`config.mk`:
```
export PLATFORM = sky130hd
export DESIGN_NAME = fetch_flat
export DESIGN_NICKNAME = d
export VERILOG_FILES = /design/src/rtl/fetch_if.sv /design/src/rtl/fetch.sv /design/src/flat_wrapper.sv
export SDC_FILE = /design/constraint.sdc
export NUM_CORES = 1
export LEC_CHECK = 0
export CAP_MARGIN = 20
export CORE_UTILIZATION = 44
export DETAILED_ROUTE_END_ITERATION = 12
export PLACE_DENSITY = 0.8
export SYNTH_ARGS = -nofsm -noshare
export SYNTH_HDL_FRONTEND = slang
export SYNTH_SLANG_ARGS = --single-unit
export TNS_END_PERCENT = 20
```
`constraint.sdc`:
```
create_clock -name clock_i -period 3.25 [get_ports clock_i]
set_clock_uncertainty 0.15 [all_clocks]
set_input_delay 0.325 -clock clock_i [delete_from_list [all_inputs] [get_ports clock_i]]
set_output_delay 0.325 -clock clock_i [all_outputs]
set_load 0.02 [all_outputs]
```
`src/rtl/fetch_if.sv`:
```
// Fetch-stage bundle: instruction-memory request/response, decode-side output buffer
// and the execute-side redirect. master = fetch stage, slave = its environment.
interface fetch_if;
    logic        imem_req;
    logic [31:0] imem_addr;
    logic        imem_ready;
    logic        imem_rvalid;
    logic [31:0] imem_rdata;
    logic        instr_valid;
    logic        instr_ready;
    logic [31:0] instr_raw;
    logic [31:0] instr_pc;
    logic        redirect;
    logic [31:0] redirect_pc;

    modport master (
        output imem_req, imem_addr, instr_valid, instr_raw, instr_pc,
        input  imem_ready, imem_rvalid, imem_rdata, instr_ready, redirect, redirect_pc
    );

    modport slave (
        input  imem_req, imem_addr, instr_valid, instr_raw, instr_pc,
        output imem_ready, imem_rvalid, imem_rdata, instr_ready, redirect, redirect_pc
    );
endinterface

```
`src/rtl/fetch.sv`:
```
// RV32I fetch stage: one outstanding word request, one-entry output buffer.
// Latency: request->valid is k+1 cycles; buffer full blocks new requests; redirect flushes at the same edge.
module fetch #(
    parameter logic [31:0] RESET_PC = 32'h0000_0000
) (
    input  logic     clock_i,
    input  logic     reset_ni,
    fetch_if.master  fetch_bus
);
    typedef enum logic [1:0] {IDLE, REQ, WAIT, FULL} state_t;

    state_t      state_q, state_d;
    logic [31:0] pc_q, pc_d;
    logic [31:0] raw_q, raw_d;
    logic [31:0] ipc_q, ipc_d;
    logic        kill_q, kill_d;
    logic [31:0] target;

    assign target = fetch_bus.redirect_pc & 32'hFFFF_FFFC;

    always_ff @(posedge clock_i or negedge reset_ni) begin
        if (!reset_ni) begin
            state_q <= IDLE;
            pc_q    <= RESET_PC & 32'hFFFF_FFFC;
            raw_q   <= 32'h0;
            ipc_q   <= 32'h0;
            kill_q  <= 1'b0;
        end else begin
            state_q <= state_d;
            pc_q    <= pc_d;
            raw_q   <= raw_d;
            ipc_q   <= ipc_d;
            kill_q  <= kill_d;
        end
    end

    always_comb begin
        state_d = state_q;
        pc_d    = pc_q;
        raw_d   = raw_q;
        ipc_d   = ipc_q;
        kill_d  = kill_q;
        case (state_q)
            IDLE: state_d = REQ;
            REQ: begin
                if (fetch_bus.redirect) begin
                    pc_d = target;
                end else if (fetch_bus.imem_ready) begin
                    state_d = WAIT;
                end
            end
            WAIT: begin
                if (fetch_bus.redirect) begin
                    pc_d = target;
                    // A response landing with the redirect settles the owed word, so refetch
                    // immediately instead of waiting for a response that will never come.
                    if (fetch_bus.imem_rvalid) begin
                        kill_d  = 1'b0;
                        state_d = REQ;
                    end else begin
                        kill_d = 1'b1;
                    end
                end else if (fetch_bus.imem_rvalid) begin
                    if (kill_q) begin
                        kill_d  = 1'b0;
                        state_d = REQ;
                    end else begin
                        raw_d   = fetch_bus.imem_rdata;
                        ipc_d   = pc_q;
                        pc_d    = pc_q + 32'd4;
                        state_d = FULL;
                    end
                end
            end
            FULL: begin
                if (fetch_bus.redirect) begin
                    pc_d    = target;
                    state_d = REQ;
                end else if (fetch_bus.instr_ready) begin
                    state_d = REQ;
                end
            end
            default: state_d = IDLE;
        endcase
    end

    assign fetch_bus.imem_req    = (state_q == REQ) && !fetch_bus.redirect;
    assign fetch_bus.imem_addr   = pc_q;
    assign fetch_bus.instr_valid = (state_q == FULL);
    assign fetch_bus.instr_raw   = raw_q;
    assign fetch_bus.instr_pc    = ipc_q;
endmodule

```
`src/flat_wrapper.sv`:
```
// flat-port wrapper written by rule: the top's interface ports become plain ports
module fetch_flat 
#(
    parameter logic [31:0] RESET_PC = 32'h0000_0000
)
  (clock_i, reset_ni, fetch_bus_imem_req, fetch_bus_imem_addr, fetch_bus_instr_valid, fetch_bus_instr_raw, fetch_bus_instr_pc, fetch_bus_imem_ready, fetch_bus_imem_rvalid, fetch_bus_imem_rdata, fetch_bus_instr_ready, fetch_bus_redirect, fetch_bus_redirect_pc);
  fetch_if fetch_bus_i ();
  input  logic clock_i;
  input  logic reset_ni;
  output wire logic [$bits(fetch_bus_i.imem_req)-1:0] fetch_bus_imem_req;
  output wire logic [$bits(fetch_bus_i.imem_addr)-1:0] fetch_bus_imem_addr;
  output wire logic [$bits(fetch_bus_i.instr_valid)-1:0] fetch_bus_instr_valid;
  output wire logic [$bits(fetch_bus_i.instr_raw)-1:0] fetch_bus_instr_raw;
  output wire logic [$bits(fetch_bus_i.instr_pc)-1:0] fetch_bus_instr_pc;
  input wire logic [$bits(fetch_bus_i.imem_ready)-1:0] fetch_bus_imem_ready;
  input wire logic [$bits(fetch_bus_i.imem_rvalid)-1:0] fetch_bus_imem_rvalid;
  input wire logic [$bits(fetch_bus_i.imem_rdata)-1:0] fetch_bus_imem_rdata;
  input wire logic [$bits(fetch_bus_i.instr_ready)-1:0] fetch_bus_instr_ready;
  input wire logic [$bits(fetch_bus_i.redirect)-1:0] fetch_bus_redirect;
  input wire logic [$bits(fetch_bus_i.redirect_pc)-1:0] fetch_bus_redirect_pc;
  assign fetch_bus_imem_req = fetch_bus_i.imem_req;
  assign fetch_bus_imem_addr = fetch_bus_i.imem_addr;
  assign fetch_bus_instr_valid = fetch_bus_i.instr_valid;
  assign fetch_bus_instr_raw = fetch_bus_i.instr_raw;
  assign fetch_bus_instr_pc = fetch_bus_i.instr_pc;
  assign fetch_bus_i.imem_ready = fetch_bus_imem_ready;
  assign fetch_bus_i.imem_rvalid = fetch_bus_imem_rvalid;
  assign fetch_bus_i.imem_rdata = fetch_bus_imem_rdata;
  assign fetch_bus_i.instr_ready = fetch_bus_instr_ready;
  assign fetch_bus_i.redirect = fetch_bus_redirect;
  assign fetch_bus_i.redirect_pc = fetch_bus_redirect_pc;
  fetch #(.RESET_PC(RESET_PC)) u_core (.clock_i(clock_i), .reset_ni(reset_ni), .fetch_bus(fetch_bus_i));
endmodule
```
======== Word level (Yosys, flattened, before mapping) ========
Cells that the tools add are included.
cells by class
  mux-type cells .......................... 17
  reduce and logical (&&, ||, !) cells .... 10
  equality and inequality tests ........... 10
  bitwise operators ....................... 2
  $add $sub $neg .......................... 1
operators with widths
  cell                                                 count
  2-to-1 mux 32 bit                                    4
  case mux 32 bit (2 select lines)                     1
  adder 32 x 3 -> 32 bit, second input constant        1
  2-to-1 mux 2 bit                                     8
  AND reduction 4 bit                                  3
  case mux 2 bit (4 select lines)                      1
  != test 2 bit, second input constant                 3
  != test 3 bit, second input constant                 2
  equality test 2 bit, second input constant           2
  nonzero test 2 bit                                   2
  2-to-1 mux 1 bit                                     3
  != test 3 x 1 -> 1 bit, second input constant        1
  equality test 2 x 1 -> 1 bit, second input constant  1
  zero test 2 bit                                      1
  != test 2 x 1 -> 1 bit, second input constant        1
  inverter 1 bit                                       2
  AND reduction 2 bit                                  1
  OR reduction 2 bit                                   1
  logical AND 1 bit                                    1
  zero test 1 bit                                      1
storage, ports and cells
  output and inout port bits .............. 98
  bits in registers ....................... 99
  word-level logic and storage cells ...... 45
  bits of input ports ..................... 70

======== Depth between registers and ports, before layout ========
Gate-level depths: netlist of the first run.
  depth in word-level cells ............... 5
  mapped depth ............................ 10
  gate-level depth less buffers ........... 7

======== Worst setup path before layout of the first run ========
Ideal clock, no wire load.
  path type ............................... flip-flop to flip-flop
  from .................................... reg u_core.pc_q[9] (netlist: u_core.fetch_bus.imem_addr[9])
  to ...................................... reg u_core.pc_q[31] (netlist: u_core.fetch_bus.imem_addr[31])
  path slack .............................. 0.629 ns
  library setup time ...................... 0.126 ns
  buffers on the path ..................... 0
  stages on the path, launching flop included .. 6
  data arrival time ....................... 2.345 ns
  data required time ...................... 2.974 ns
  path through ............................ dfrtp_1 > nand4_2 > or4_4 > or4_4 > or4_1 > o311a_1
on the way
  word-level cells in the longest chain between the ends .. 5
ends and longest elaborated chain
  element                           RTL line     RTL
  from (decl)                       fetch.sv:13  logic [31:0] pc_q, pc_d;
  from (signal assigned)            fetch.sv:24  pc_q <= RESET_PC & 32'hFFFF_FFFC;
  from (signal assigned)            fetch.sv:30  pc_q <= pc_d;
  adder 32 x 3 -> 32 bit            fetch.sv:70  pc_d = pc_q + 32'd4;
  2-to-1 mux 32 bit                 fetch.sv:64  if (kill_q) begin
  2-to-1 mux 32 bit                 fetch.sv:63  end else if (fetch_bus.imem_rvalid) begin
  2-to-1 mux 32 bit                 fetch.sv:53  if (fetch_bus.redirect) begin
  case mux 32 bit (2 select lines)  fetch.sv:43  case (state_q)
Every way passes these cells. The select of a mux whose other input is x is not followed.
A chain may end at the register's enable or synchronous reset.

======== Worst setup path after layout of the first run ========
  from .................................... reg u_core.state_q[1]
  to ...................................... reg u_core.pc_q[31] (netlist: u_core.fetch_bus.imem_addr[31])
on the way
  word-level cells in the longest chain between the ends .. 4
  elaborated cells on any way between the ends .. 10
  those cells by class .................... 6 x eq/ne; 1 x mux; 3 x reduce/logical
ends and longest elaborated chain
  element                                                                        RTL line     RTL
  from (decl)                                                                    fetch.sv:12  state_t state_q, state_d;
  from (signal assigned)                                                         fetch.sv:29  state_q <= state_d;
  equality test 2 bit / equality test 2 x 1 -> 1 bit (equally long branches)     fetch.sv:43
  OR reduction 2 bit (no line)                                                   n/a
  != test 2 x 1 -> 1 bit (no line) / nonzero test 2 bit (equally long branches)  n/a
  AND reduction 4 bit (no line)                                                  n/a
Parallel ways exist; a longest one is shown, timed or not.

==> key figures, run 1 <==
Clocking
  • TritonCTS Buffers: 9
  • Total of hold buffers inserted after clock tree synthesis: 0
  • Post CTS Setup Buffer Count: 0
  • Clock tree root buffer cell: sky130_fd_sc_hd__clkbuf_8
  • H-tree depth: 3
  • Bufs on Longest Clock Path: 2
  • Insertion delay to the later sink of the worst-skew pair: 0.36 ns
  • Clock-pin transition on the worst setup and hold timing paths: 0.11 ns
  • CTS tree: yes
  • Clk sinks: 95
  • Total of cells resized after clock tree synthesis: 0

Worst setup path
  • Family of cells with the greatest summed delay on the critical path: simple AND/OR/NAND/NOR gates
  • Slowest cell on crit path: sky130_fd_sc_hd__nor4b_1
  • Sequence of cells on the critical path: inv_1 -> ha_1 -> nor4b_1 -> o32ai_4 -> or4_1 -> o311a_1
  • Delay contributed by the slowest stage of the critical path: 0.65 ns
  • Critical path type: reg -> reg
  • FF-to-FF setup slack: 0.46 ns
  • Reg-to-reg startpoint: u_core.state_q[1]
  • CP arrival: 2.89 ns
  • Element type at the critical path start: flip-flop
  • Required time at the endpoint of the critical path: 3.35 ns
  • Critical path endpoint category: flip-flop
  • Critical Path Start: u_core.state_q[1]
  • Reg2Reg Depth: 6
  • Largest fanout on the critical path: 20
  • Worst Path Buf+Inv: 1
  • Critical path depth in cells: 6

Synthesis
  • Dominant register cell in the synthesized netlist: sky130_fd_sc_hd__dfrtp_1
  • Post-synth EDFFs: 0
  • Fraction of the mapped netlist area in compound gates: 0.1235
  • Leading cell type by number of instances after synthesis: sky130_fd_sc_hd__dfrtp_1
  • Area share of the leading cell type in the synthesized netlist: 0.5333
  • Synth Area in XOR/XNOR: 0
  • Combinational family with the most area after synthesis: multiplexers
  • Simple-gate area share of the yosys netlist: 0.1344
  • Synth top cells by count: sky130_fd_sc_hd__dfrtp_1, sky130_fd_sc_hd__mux2_2, sky130_fd_sc_hd__a21oi_1, sky130_fd_sc_hd__nor2_1, sky130_fd_sc_hd__clkbuf_1
  • Adder and majority cell fraction of the synthesized area: 0.01123
  • Multiplexer share of the synthesized area: 0.1589
  • Flop and latch count out of synthesis: 95
  • Synthesized area per cell: 10.93 um^2
  • Count of different cell masters after synthesis: 45
  • Cell type with the highest aggregate area in the netlist: sky130_fd_sc_hd__dfrtp_1
  • Yosys Warn Count: 0
  • Asr flop ratio synth: 1.000
  • Largest cells by area after synthesis: sky130_fd_sc_hd__dfrtp_1, sky130_fd_sc_hd__mux2_2, sky130_fd_sc_hd__a21oi_1, sky130_fd_sc_hd__nand3_1, sky130_fd_sc_hd__nor2_1
  • Post-Synthesis Cell Area: 4458 um^2
  • Synthesized instance count: 408
  • Part of the Yosys area used for sequential elements: 0.5333

Detailed routing
  • DRC violation count after routing: 0
  • Number of DRC markers in iteration 0: 224
  • Routed len/inst: 16.63 um
  • Routed via count divided by cell count: 5.487
  • Routed vias: 3868
  • Iteration count of the initial detailed-routing pass: 4
  • Drt total wl: 11730 um
  • Post-route ant nets: 0

Die
  • Core Region: 9774 um^2
  • Initial cell density of the core: 0.4561
  • Width of the die: 102.7 um
  • Die outline height: 102.7 um
  • Die outline area: 10540 um^2
  • Std cell rows: 36
  • Num ports: 168

Timing
  • Max-slew headroom at the worst pin: 0.4988
  • Final worst path period need: 2.792 ns
  • Summed negative setup slack over all endpoints: 0 ns
  • Period utilization: 0.8591
  • Unrepaired setup endpoints after global routing: no
  • Setup-violating endpoint count in the final report: 0
  • Worst-Margin Slew: 0.7517 ns
  • Max Fclk: 358.2 MHz
  • Fin. max-slew vios: 0
  • Hold Violations, Final: 0

Pwr
  • Static power due to leakage: 2.699 nW
  • Power per standard cell area: 972.9 nW/um^2
  • Largest vdd supply drop: 536.8 uV

Placement
  • Port buffer count: 161
  • Estimated wirelength of the detail-placed design: 8280 um
  • Placed cell count: 687
  • Routability Congestion: 0.8006

Global routing
  • First-pass GRT wire length: 18130 um
  • Number of global-route vias before repair: 3661
  • GRT overflow: 0
  • Maximum number of pins on one net before global-route repair: 86
  • Antenna violations before repair: 0
  • Overall fraction of global-route tracks in use: 0.2207

Layout
  • Finished Layout Cells: 705
  • Share of layout cells above drive strength 1: 0.1766
  • Area delta synth->final: 45.27%
  • Fin util: 0.6626
  • Number of diodes added for antenna fixing: 0
  • Number of nets in the layout: 641

Flow run
  • # Max-Cap Violations: 0

Hold path
  • Worst min path class: in -> async

Status
  • Result of the run: complete, no violations
-- cell type report --
cell class,instances,area (um^2)
Multi-Input combinational cell,275,1952
Fill cell,782,3298
Timing Repair Buffer,177,1752
Inverter,9,33.78
Clock inverter,6,67.56
Sequential cell,95,2377
Tap cell,133,166.4
Clock buffer,10,127.6
-- routing by layer --
| metal | part of all wire | GRT usage |
|---|---|---|
| met3 | 0.058 | 0.03864 |
| met1 | 0.42 | 0.2929 |
| met4 | 0.015 | 0.07802 |
| met5 | 0 | 0 |
| met2 | 0.51 | 0.3646 |
-- registers in the layout, indices dropped and copies added (netlist names) --
name	cells
u_core.fetch_bus.instr_raw	32
u_core.fetch_bus.imem_addr	30
u_core.fetch_bus.instr_pc	30
u_core.state_q	2
u_core.kill_q	1
-- worst register-to-register path: stages, from the launching register on --
cell and delay (ns):
sky130_fd_sc_hd__dfrtp_1 0.41, sky130_fd_sc_hd__inv_1 0.06, sky130_fd_sc_hd__ha_1 0.31, sky130_fd_sc_hd__nor4b_1 0.65
sky130_fd_sc_hd__o32ai_4 0.37, sky130_fd_sc_hd__or4_1 0.60, sky130_fd_sc_hd__o311a_1 0.12
-- placed cells by master, fill, tap and decap left out, types with 5 or more instances in the layout --
cell type                           n
sky130_fd_sc_hd__clkdlybuf4s50_1  160
sky130_fd_sc_hd__dfrtp_1           95
sky130_fd_sc_hd__mux2_2            62
sky130_fd_sc_hd__a21oi_1           32
sky130_fd_sc_hd__nor2_1            28
sky130_fd_sc_hd__nand3_1           25
sky130_fd_sc_hd__nand2_1           20
sky130_fd_sc_hd__buf_4             15
sky130_fd_sc_hd__o21ai_0           13
sky130_fd_sc_hd__nor3_1            10
sky130_fd_sc_hd__inv_1              9
sky130_fd_sc_hd__nand4_1            9
sky130_fd_sc_hd__clkbuf_8           9
sky130_fd_sc_hd__o22ai_1            8
sky130_fd_sc_hd__and3_1             5
sky130_fd_sc_hd__a31oi_1            5
sky130_fd_sc_hd__o22a_1             5
sky130_fd_sc_hd__a2bb2oi_1          5
-- path summary, 6_finish.rpt --
kind                                                  end
setup / recovery           u_core.fetch_bus.imem_addr[31]
hold / removal             u_core.fetch_bus.instr_raw[20]
setup reg to reg           u_core.fetch_bus.imem_addr[31]
hold reg to reg             u_core.fetch_bus.instr_pc[24]
max in group asynchronous   u_core.fetch_bus.imem_addr[5]
min in group clock_i        u_core.fetch_bus.instr_pc[24]
-- stage by stage --
step,cell area (um^2),power [mW],setup slack [ns],hold WS (ns)
6_report,6476,6.301,0.4580,0.2134
2_1_floorplan,4469,3.952,0.6288,-0.1206
4_1_cts,6439,6.337,0.4712,0.04440
3_3_place_gp,6243,5.413,0.5640,0.3384
5_1_grt,6476,6.689,0.3023,0.2217
3_5_place_dp,6243,5.535,0.4757,0.3449
-- where the power goes --
group | total (mW) | internal (mW) | switching, mW | leakage [nW]
sequential | 2.24 | 1.72 | 0.516 | 1.19
combinational | 3.27 | 1.62 | 1.65 | 1.42
clock | 0.789 | 0.361 | 0.429 | 0.0933
-- cell families after synthesis --
logic type,count (synthesis)
AOI/OAI and AO/OA,86
DFF,95
adders and majority gates,4
muxes,63
other,1
and+or+nand+nor,118
buffers and inverters,41
Note: power is estimated with default switching activity, not from simulation.
==> run 2, diff against run 1 <==
--- a/config.mk
+++ b/config.mk
@@ -12,4 +12,4 @@
 export SYNTH_ARGS = -nofsm -noshare
 export SYNTH_HDL_FRONTEND = slang
 export SYNTH_SLANG_ARGS = --single-unit
-export TNS_END_PERCENT = 20
+export TNS_END_PERCENT = 5
==> results of run 2 <==
Final layout, timing and power as in run 1 (identical DEF).
